## config.mk

```make
export PLATFORM = sky130hd
export DESIGN_NAME = inst_fetch_unit
export DESIGN_NICKNAME = d
export VERILOG_FILES = /design/src/rtl/cpu_pkg.sv /design/src/rtl/fetch_queue.sv /design/src/rtl/inst_fetch_unit.sv
export SDC_FILE = /design/constraint.sdc
export NUM_CORES = 1
export LEC_CHECK = 0
export ABC_AREA = 1
export BUFFER_PORTS_ARGS = -buffer_cell sky130_fd_sc_hd__buf_2
export CAP_MARGIN = 20
export CORE_UTILIZATION = 57
export DETAILED_ROUTE_END_ITERATION = 6
export MAX_ROUTING_LAYER = met4
export PLACE_DENSITY = 0.92
export SLEW_MARGIN = 20
export SYNTH_ARGS = -nofsm -noshare
export SYNTH_HDL_FRONTEND = slang
export SYNTH_SLANG_ARGS = --single-unit
export TNS_END_PERCENT = 5
```

## constraint.sdc

```tcl
create_clock -name clk -period 5.3 [get_ports clk]
set_input_delay 0.795 -clock clk [delete_from_list [all_inputs] [get_ports clk]]
set_output_delay 0.795 -clock clk [all_outputs]
set_load 0.01 [all_outputs]
```

## src/rtl/cpu_pkg.sv

```systemverilog
// Shared RV32I core definitions: NOP encoding, reset PC, fetch FSM states and queue entry layout.
package cpu_pkg;

  localparam logic [31:0] RV_NOP           = 32'h0000_0013;
  localparam logic [31:0] DEFAULT_RESET_PC = 32'h0000_0000;

  typedef enum logic {
    FETCH = 1'b0,
    HALT  = 1'b1
  } fetch_state_e;

  typedef struct packed {
    logic [31:0] inst;
    logic [31:0] pc;
    logic        fault;
  } fetch_entry_t;

endpackage

```

## src/rtl/fetch_queue.sv

```systemverilog
// Synchronous FIFO between imem responses and decode; flush empties it and wins over push.
module fetch_queue #(
  parameter int WIDTH = 65,
  parameter int DEPTH = 2
) (
  input  logic                   clk,
  input  logic                   rst,
  input  logic                   i_push,
  input  logic [WIDTH-1:0]       i_data,
  input  logic                   i_pop,
  input  logic                   i_flush,
  output logic [WIDTH-1:0]       o_data,
  output logic                   o_full,
  output logic                   o_empty,
  output logic [$clog2(DEPTH):0] o_count
);

  localparam int             PW       = $clog2(DEPTH);
  localparam logic [PW:0]    FULL_CNT = DEPTH[PW:0];

  logic [WIDTH-1:0] r_mem [DEPTH];
  logic [PW-1:0]    r_wr_ptr;
  logic [PW-1:0]    r_rd_ptr;
  logic [PW:0]      r_count;
  logic             w_push;
  logic             w_pop;

  assign o_empty = (r_count == '0);
  assign o_full  = (r_count == FULL_CNT);
  assign o_count = r_count;
  assign o_data  = r_mem[r_rd_ptr];
  assign w_pop   = i_pop && !o_empty;
  assign w_push  = i_push && (!o_full || w_pop);

  always_ff @(posedge clk) begin
    if (rst || i_flush) begin
      r_wr_ptr <= '0;
      r_rd_ptr <= '0;
      r_count  <= '0;
    end else begin
      if (w_push) r_wr_ptr <= r_wr_ptr + PW'(1);
      if (w_pop)  r_rd_ptr <= r_rd_ptr + PW'(1);
      case ({w_push, w_pop})
        2'b10:   r_count <= r_count + (PW+1)'(1);
        2'b01:   r_count <= r_count - (PW+1)'(1);
        default: r_count <= r_count;
      endcase
    end
  end

  always_ff @(posedge clk) begin
    if (w_push && !i_flush) r_mem[r_wr_ptr] <= i_data;
  end

endmodule

```

## src/rtl/inst_fetch_unit.sv

```systemverilog
// RV32I fetch stage: credit-limited in-order imem requests, response queue toward decode,
// redirect flush with stale-response dropping, and fault markers for imem errors / misaligned PCs.
module inst_fetch_unit
  import cpu_pkg::*;
#(
  parameter int                    DATA_WIDTH = 32,
  parameter int                    ADDR_WIDTH = 32,
  parameter logic [ADDR_WIDTH-1:0] RESET_PC   = ADDR_WIDTH'(DEFAULT_RESET_PC),
  parameter int                    FIFO_DEPTH = 2
) (
  input  logic                  clk,
  input  logic                  rst,
  output logic                  imem_req_valid,
  input  logic                  imem_req_ready,
  output logic [ADDR_WIDTH-1:0] imem_req_addr,
  input  logic                  imem_rsp_valid,
  input  logic [DATA_WIDTH-1:0] imem_rsp_data,
  input  logic                  imem_rsp_err,
  input  logic                  redirect_valid,
  input  logic [ADDR_WIDTH-1:0] redirect_pc,
  output logic                  id_valid,
  input  logic                  id_ready,
  output logic [DATA_WIDTH-1:0] id_inst,
  output logic [ADDR_WIDTH-1:0] id_pc,
  output logic                  id_fault
);

  localparam int CW = $clog2(FIFO_DEPTH) + 1;
  localparam int SW = CW + 1;
  localparam int EW = $bits(fetch_entry_t);

  fetch_state_e          r_state;
  fetch_state_e          w_state_next;
  logic [ADDR_WIDTH-1:0] r_pc;
  logic [ADDR_WIDTH-1:0] r_rsp_pc;
  logic [CW-1:0]         r_outstanding;
  logic [CW-1:0]         r_drop;
  logic                  r_mis_pend;

  logic [CW-1:0]         w_out_next;
  logic [CW-1:0]         w_count;
  logic                  w_full;
  logic                  w_empty;
  logic                  w_credit;
  logic                  w_accept;
  logic                  w_pop;
  logic                  w_keep;
  logic                  w_push_fault;
  logic                  w_push;
  logic                  w_misaligned;
  fetch_entry_t          w_push_entry;
  fetch_entry_t          w_head;
  logic [EW-1:0]         w_head_raw;

  assign w_misaligned = (redirect_pc[1:0] != 2'b00);
  assign w_pop        = id_valid && id_ready;

  // The entry decode takes this cycle frees its slot, so it is returned as credit
  // immediately; this keeps a depth-2 queue streaming one word per cycle at 1-cycle imem latency.
  assign w_credit = (SW'(w_count) + SW'(r_outstanding) - SW'(w_pop)) < SW'(FIFO_DEPTH);

  assign imem_req_valid = (r_state == FETCH) && !rst && w_credit && !(w_full && !w_pop);
  assign imem_req_addr  = r_pc;
  assign w_accept       = imem_req_valid && imem_req_ready;
  assign w_out_next     = r_outstanding + CW'(w_accept) - CW'(imem_rsp_valid);

  assign w_keep       = imem_rsp_valid && !redirect_valid && (r_drop == '0) && (r_state == FETCH);
  assign w_push_fault = r_mis_pend && (r_outstanding == '0) && !redirect_valid;
  assign w_push       = w_keep || w_push_fault;

  always_comb begin
    w_push_entry       = '0;
    w_push_entry.inst  = w_push_fault ? RV_NOP : 32'(imem_rsp_data);
    w_push_entry.pc    = 32'(r_rsp_pc);
    w_push_entry.fault = w_push_fault || imem_rsp_err;
  end

  always_comb begin
    w_state_next = r_state;
    if (redirect_valid) begin
      w_state_next = w_misaligned ? HALT : FETCH;
    end else if (w_push && w_push_entry.fault) begin
      w_state_next = HALT;
    end
  end

  always_ff @(posedge clk) begin
    if (rst) r_state <= FETCH;
    else     r_state <= w_state_next;
  end

  always_ff @(posedge clk) begin
    if (rst) begin
      r_pc          <= RESET_PC;
      r_rsp_pc      <= RESET_PC;
      r_outstanding <= '0;
      r_drop        <= '0;
      r_mis_pend    <= 1'b0;
    end else begin
      r_outstanding <= w_out_next;
      if (redirect_valid) begin
        r_drop     <= w_out_next;
        r_pc       <= redirect_pc;
        r_rsp_pc   <= redirect_pc;
        r_mis_pend <= w_misaligned;
      end else begin
        if (w_accept)                        r_pc     <= r_pc + ADDR_WIDTH'(4);
        if (imem_rsp_valid && r_drop != '0)  r_drop   <= r_drop - CW'(1);
        if (w_keep)                          r_rsp_pc <= r_rsp_pc + ADDR_WIDTH'(4);
        if (w_push_fault)                    r_mis_pend <= 1'b0;
      end
    end
  end

  fetch_queue #(
    .WIDTH (EW),
    .DEPTH (FIFO_DEPTH)
  ) u_queue (
    .clk     (clk),
    .rst     (rst),
    .i_push  (w_push),
    .i_data  (w_push_entry),
    .i_pop   (w_pop),
    .i_flush (redirect_valid),
    .o_data  (w_head_raw),
    .o_full  (w_full),
    .o_empty (w_empty),
    .o_count (w_count)
  );

  assign w_head   = fetch_entry_t'(w_head_raw);
  assign id_valid = !w_empty;
  assign id_fault = id_valid && w_head.fault;
  assign id_inst  = (id_valid && !w_head.fault) ? DATA_WIDTH'(w_head.inst) : DATA_WIDTH'(RV_NOP);
  assign id_pc    = id_valid ? ADDR_WIDTH'(w_head.pc) : '0;

endmodule

```

After elaboration in Yosys (flattened, before gate mapping)
Memories as Yosys holds them, arrays and structs flattened. A register that Yosys moved wholly into a read port is not among the register bits. Index checks and enable logic that the tools add are counted. Widths: inputs -> output; s select.

Bitwise gates (word level): 1. Multiplexer cells: 19. Reduce and logical (&&, ||, !) cells: 40. Order comparisons: 1. $add $sub $neg: 11. Equal/unequal tests: 3.

Operators with widths (number): $mux 32 (7); $add 32x3->32 const B (2); $logic_and 1x1->1 (18); $reduce_bool 2->1 (8); $mux 1 (9); $logic_not 1->1 (7); $logic_not 2->1 (3); $eq 2x2->1 const B (2); $logic_or 1x1->1 (4); $mux 2 (2); $pmux 2 s2 (1); $sub 2x1->2 const B (2); $add 2x2->3 (1); $lt 3x2->1 const B (1); $sub 3x1->3 (1); $add 1x1->1 const B (2); $add 2x1->2 (1); $add 2x1->2 const B (1); $eq 2x1->1 const B (1); $sub 2x1->2 (1); $not 1->1 (1).

Input port bits: 71. Register bits after elaboration: 74. Output and inout port bits: 99. Memories kept: 1. Memory bits (writable): 130.

Memory list: u_queue.r_mem (depth 2, width 65, read ports 1, clocked after Yosys merged registers in 1, write ports 1, RTL line fetch_queue.sv:21) `logic [WIDTH-1:0] r_mem [DEPTH];`.

Logic depth before layout (Yosys ltp)
Depth in word-level cells: 11. Gate-level depth with buffers: 22.

Cells and area by module
From an unflattened synthesis, not the netlist that was laid out.

Cell total of the unflattened synthesis: 1221. Area total of the unflattened synthesis: 10507.6 µm².

Modules (own cells, without submodules): inst_fetch_unit (instances 1, cells each 982, area each 5546.6 µm²); fetch_queue (instances 1, cells each 239, area each 4961.0 µm²).

Worst setup path after synthesis
No wires, ideal clock.

Kind: input to register. From: in redirect_valid. To: mem u_queue.r_mem[0][0] (enable). Path slack: 780 ps. Stages: 5. Arrival time: 4032 ps. Cells stage by stage: inv_2 > nand4_4 > a21oi_1 > inv_1 > nor2_1.

Cells in the longest elaborated chain, start to end: 9. Elaborated cells between the ends (all ways): 10.

RTL lines: from (decl) (RTL line inst_fetch_unit.sv:19) `input logic redirect_valid,`; $logic_not 1->1 (*) (RTL line fetch_queue.sv:52, inst_fetch_unit.sv:67, inst_fetch_unit.sv:68); $logic_and 1x1->1 (3 in a row) (RTL line inst_fetch_unit.sv:67) `assign w_keep = imem_rsp_valid && !redirect_valid && (r_drop == '0) && (r_state == FETCH);`; $logic_or 1x1->1 (RTL line inst_fetch_unit.sv:69) `assign w_push = w_keep || w_push_fault;`; $logic_and 1x1->1 (RTL line fetch_queue.sv:33) `assign w_push = i_push && (!o_full || w_pop);`; $logic_and 1x1->1 (*) (RTL line fetch_queue.sv:52) `if (w_push && !i_flush) r_mem[r_wr_ptr] <= i_data;`; $mux 1 (*) (RTL line fetch_queue.sv:52); $mux 1 (not written as such) (*) (RTL line fetch_queue.sv:52); to (decl) (RTL line fetch_queue.sv:21).

Every way passes the cells marked *; elsewhere a longest branch is shown, timed or not.

==> summary.txt <==
Status
  – Status: completed

GRT
  – Global-route wire length before repair: 42640 um
  – Remaining Overflow, GRT: 0
  – Number of global-route vias before repair: about 8.6k
  – Largest net degree at the start of global routing: between 60 and 70
  – Initial antenna violation count: 1
  – All-Layer GR Usage: a little under a third

Routing
  – DR vias: 9272
  – Initial drt markers: ~870
  – Via density: about 5.6
  – Detailed Route WL: approximately 27000 um
  – Drt wl/cell: between 15 and 20 um
  – Post-route ant nets: 0
  – Residual DRC count: 0
  – Pre-antenna DRT Iters: 6

Pwr
  – Switching power: between 0.0009 and 0.001 W
  – Power Density: 315.2 nW/um^2
  – Combinational fraction of design power: between 10% and 20%
  – Leak: between 5 and 6 nW
  – Sw Share: between 20% and 30%
  – Clock power share: roughly two fifths
  – Sequential fraction of design power: between 50 and 60%
  – Int Power: 0.002762 W
  – VDD IR max: 0.0001868 V

Min path
  – Min-delay src: imem_req_addr[0]$_SDFFE_PP0P_
  – Hold/Removal Path Class: reg2reg
  – Hold path depth: 2
  – Hold Crit Endpoint: imem_req_addr[0]$_SDFFE_PP0P_

Timing
  – Worst slew pin tran: 1.082 ns
  – Final clock skew: between 0.01 and 0.015 ns
  – Final hold viol count: 0
  – Part of the cycle the worst path needs: approximately 71%
  – Final setup fails: 0
  – Setup_tns: 0 ns
  – Final Slew Violations: 0
  – Hold Slack: between 0.4 and 0.5 ns
  – RSZ-0062 raised after global routing: no
  – Max Clk Rate: ~270 MHz
  – Slew HR: roughly 28%
  – Tmin final: around 3.8 ns

Logic synthesis
  – Count of warnings emitted by yosys: 0
  – Mux cell area share after synthesis: 0.09830%
  – Ys flop type: edfxtp_1
  – Post-Syn Instances: 1257
  – Compound-Gate Fraction of Synth Area: a little under a tenth
  – Fraction of registers with async set/reset: 0%
  – Sequential share of the synthesized area: 53.08%
  – Syn nets: 1337
  – Synth Area in XOR/XNOR: less than 1%
  – Simple-Gate Fraction of Synth Area: between 20 and 30%
  – Post-synth EDFFs: 130
  – Average cell area after synthesis: 8.100 um^2
  – Top cell type's share of synthesized area: around two fifths
  – Largest family of logic cells by synthesized area: simple AND/OR/NAND/NOR gates
  – Post-synthesis cell type count: 47
  – Synthesized cell area: 10180 um^2
  – Largest area contributor in the netlist: edfxtp_1
  – Fraction of the mapped netlist area in adder cells: under 10%
  – Top cells by area, synth: edfxtp_1 38%, nand2_1 15%, dfxtp_1 15%, a21oi_1 6.0%, inv_1 5.3%
  – #FFs+latches synth: between 200 and 250

Cells and area
  – Area Overhead vs Synth: 15.77%
  – Layout Nets: approximately 1.5k
  – Commonest non-fill, non-tap cell in the layout: nand2_1
  – Most frequent cells in the layout: 403 x nand2_1, 169 x buf_2, 141 x inv_1, 130 x edfxtp_1, 122 x a21oi_1
  – Fraction of layout cells with a size suffix above 1: 18.64%

Flow run
  – Max_cap viols: 0

CTS
  – Root buf cell: clkbuf_16
  – Post-CTS Setup Repair Bufs: 0
  – Clk sinks: around 200
  – CTS buffer count: 21
  – Worst-path clk slew: approximately 0.060 ns
  – CTS max path bufs: 3
  – TritonCTS clock tree: yes
  – Cts hold-fix bufs: 0
  – H-tree Lvls: 1
  – Clock latency at the later pin of the worst-skew pair: about 0.50 ns
  – CTS resizes: 0

Floorplan
  – # IOs: 170
  – FP Rows: 48
  – Initial Util: between 50% and 60%
  – Die span in x: about 140 um
  – Die H: roughly 140 um
  – Die area: between 15000 and 20000 um^2
  – Core area: 17360 um^2

Setup path
  – Worst Path Class, Setup: reg2out
  – CP required: ~4.5 ns
  – R2R depth: 19
  – Worst Setup Start Kind: flip-flop
  – Crit path DAT: approximately 3 ns
  – Critical path endpoint category: output port
  – CP max FO: 66
  – R2R setup slack: 1.76 ns
  – Reg2Reg Capture Point: r_drop[1]$_SDFFE_PP0P_
  – Reg2reg start: u_queue.o_count[1]$_SDFFE_PP0P_

Placement
  – Gpl congestion: ~0.97
  – PortBufs: ~170
  – Hpwl dp: around 18000 um
## cell type report
cell class | instances | area (um^2)
fillers | 1321 | 5569
flip-flops and latches | 205 | 5406
well taps | 225 | 281.5
clock buffers | 24 | 536.8
inverters | 154 | 580.6
diodes | 1 | 2.502
clock inverters | 14 | 127.6
repair buffers | 173 | 875.8
multi-input cells | 852 | 3976
## stage by stage
| step | instances | total power (W) | worst slack [ns] | instance area [um^2] | util (%) |
|---|---|---|---|---|---|
| final | 1648 | 0.003715 | 1.541 | 11790 | 67.91 |
| after global routing | 1648 | 0.003833 | 1.337 | 11790 | 67.91 |
| after CTS | 1647 | 0.003710 | 1.549 | 11790 | 67.90 |
| after detailed placement | 1609 | 0.002294 | 1.552 | 11120 | 64.07 |
| after global placement | 1609 | 0.002269 | 1.669 | 11120 | 64.07 |
| after floorplan | 1257 | 0.002151 | 0.7796 | 10180 | - |
## how the worst max path moves through the flow
stage | slack, ns | depth (start not counted) | start | endpoint
after CTS | 1.55 | 5 | flip-flop | id_inst[6]
final | 1.54 | 5 | flip-flop | id_inst[6]
after global routing | 1.34 | 5 | flip-flop | id_inst[6]
after detailed placement | 1.55 | 19 | id_ready | r_drop[1]$_SDFFE_PP0P_
after floorplan | 0.78 | 5 | redirect_valid | u_queue.r_mem[0][0]$_DFFE_PP_
after global placement | 1.67 | 19 | id_ready | r_drop[1]$_SDFFE_PP0P_
## worst max-delay path, stage by stage (launching register included)
cell and delay (ns):
dfxtp_2 0.31, buf_4 0.55, mux2i_1 0.34, nand2_1 0.62
a21oi_1 0.43, buf_2 0.20
## synthesized netlist by cell type (all sizes together), types with 3 or more instances
cell type	count
or2	3
nor2	136
edfxtp	130
a31oi	5
xor2	6
clkbuf	17
nand2	411
nand3b	5
nand4	12
inv	152
o21ai	46
a21oi	124
dfxtp	75
nand3	80
ha	8
buf	29
## state kept, by name, indices dropped and copies added (netlist names), named ones only
| register | count |
|---|---|
| u_queue.r_mem | 130 |
| imem_req_addr | 32 |
| r_rsp_pc | 32 |
| r_drop | 2 |
| r_outstanding | 2 |
| u_queue.o_count | 2 |
| r_mis_pend | 1 |
| r_state | 1 |
| u_queue.r_rd_ptr | 1 |
| u_queue.r_wr_ptr | 1 |
## power by group through the flow
| stage | logic (W) | clock network, W | registers [W] |
|---|---|---|---|
| floorplan | 0.000256 | 0 | 0.00189 |
| global placement | 0.000367 | 0 | 0.00190 |
| detailed placement | 0.000384 | 0 | 0.00191 |
| CTS | 0.000391 | 0.00144 | 0.00188 |
| global route | 0.000439 | 0.00151 | 0.00189 |
| finish | 0.000394 | 0.00144 | 0.00188 |
## kinds of logic (layout without fill, tap and decap cells)
family          count (synthesis)  in the layout
compound gates                185            185
other cells                     0              1
xor+xnor                        7              7
fa+ha+maj                       9              9
flops                         205            205
simple gates                  650            650
buf+inv                       200            365
mux                             1              1
## layer usage
metal	GRT usage, %	wire (um)	vias up
met3	4.789	2284	84
met1	36.22	10580	4318
met5	-	0	-
li1	-	-	4372
met2	51.79	13110	498
met4	10.30	864	0
Note: power is estimated with default switching activity, not from simulation.
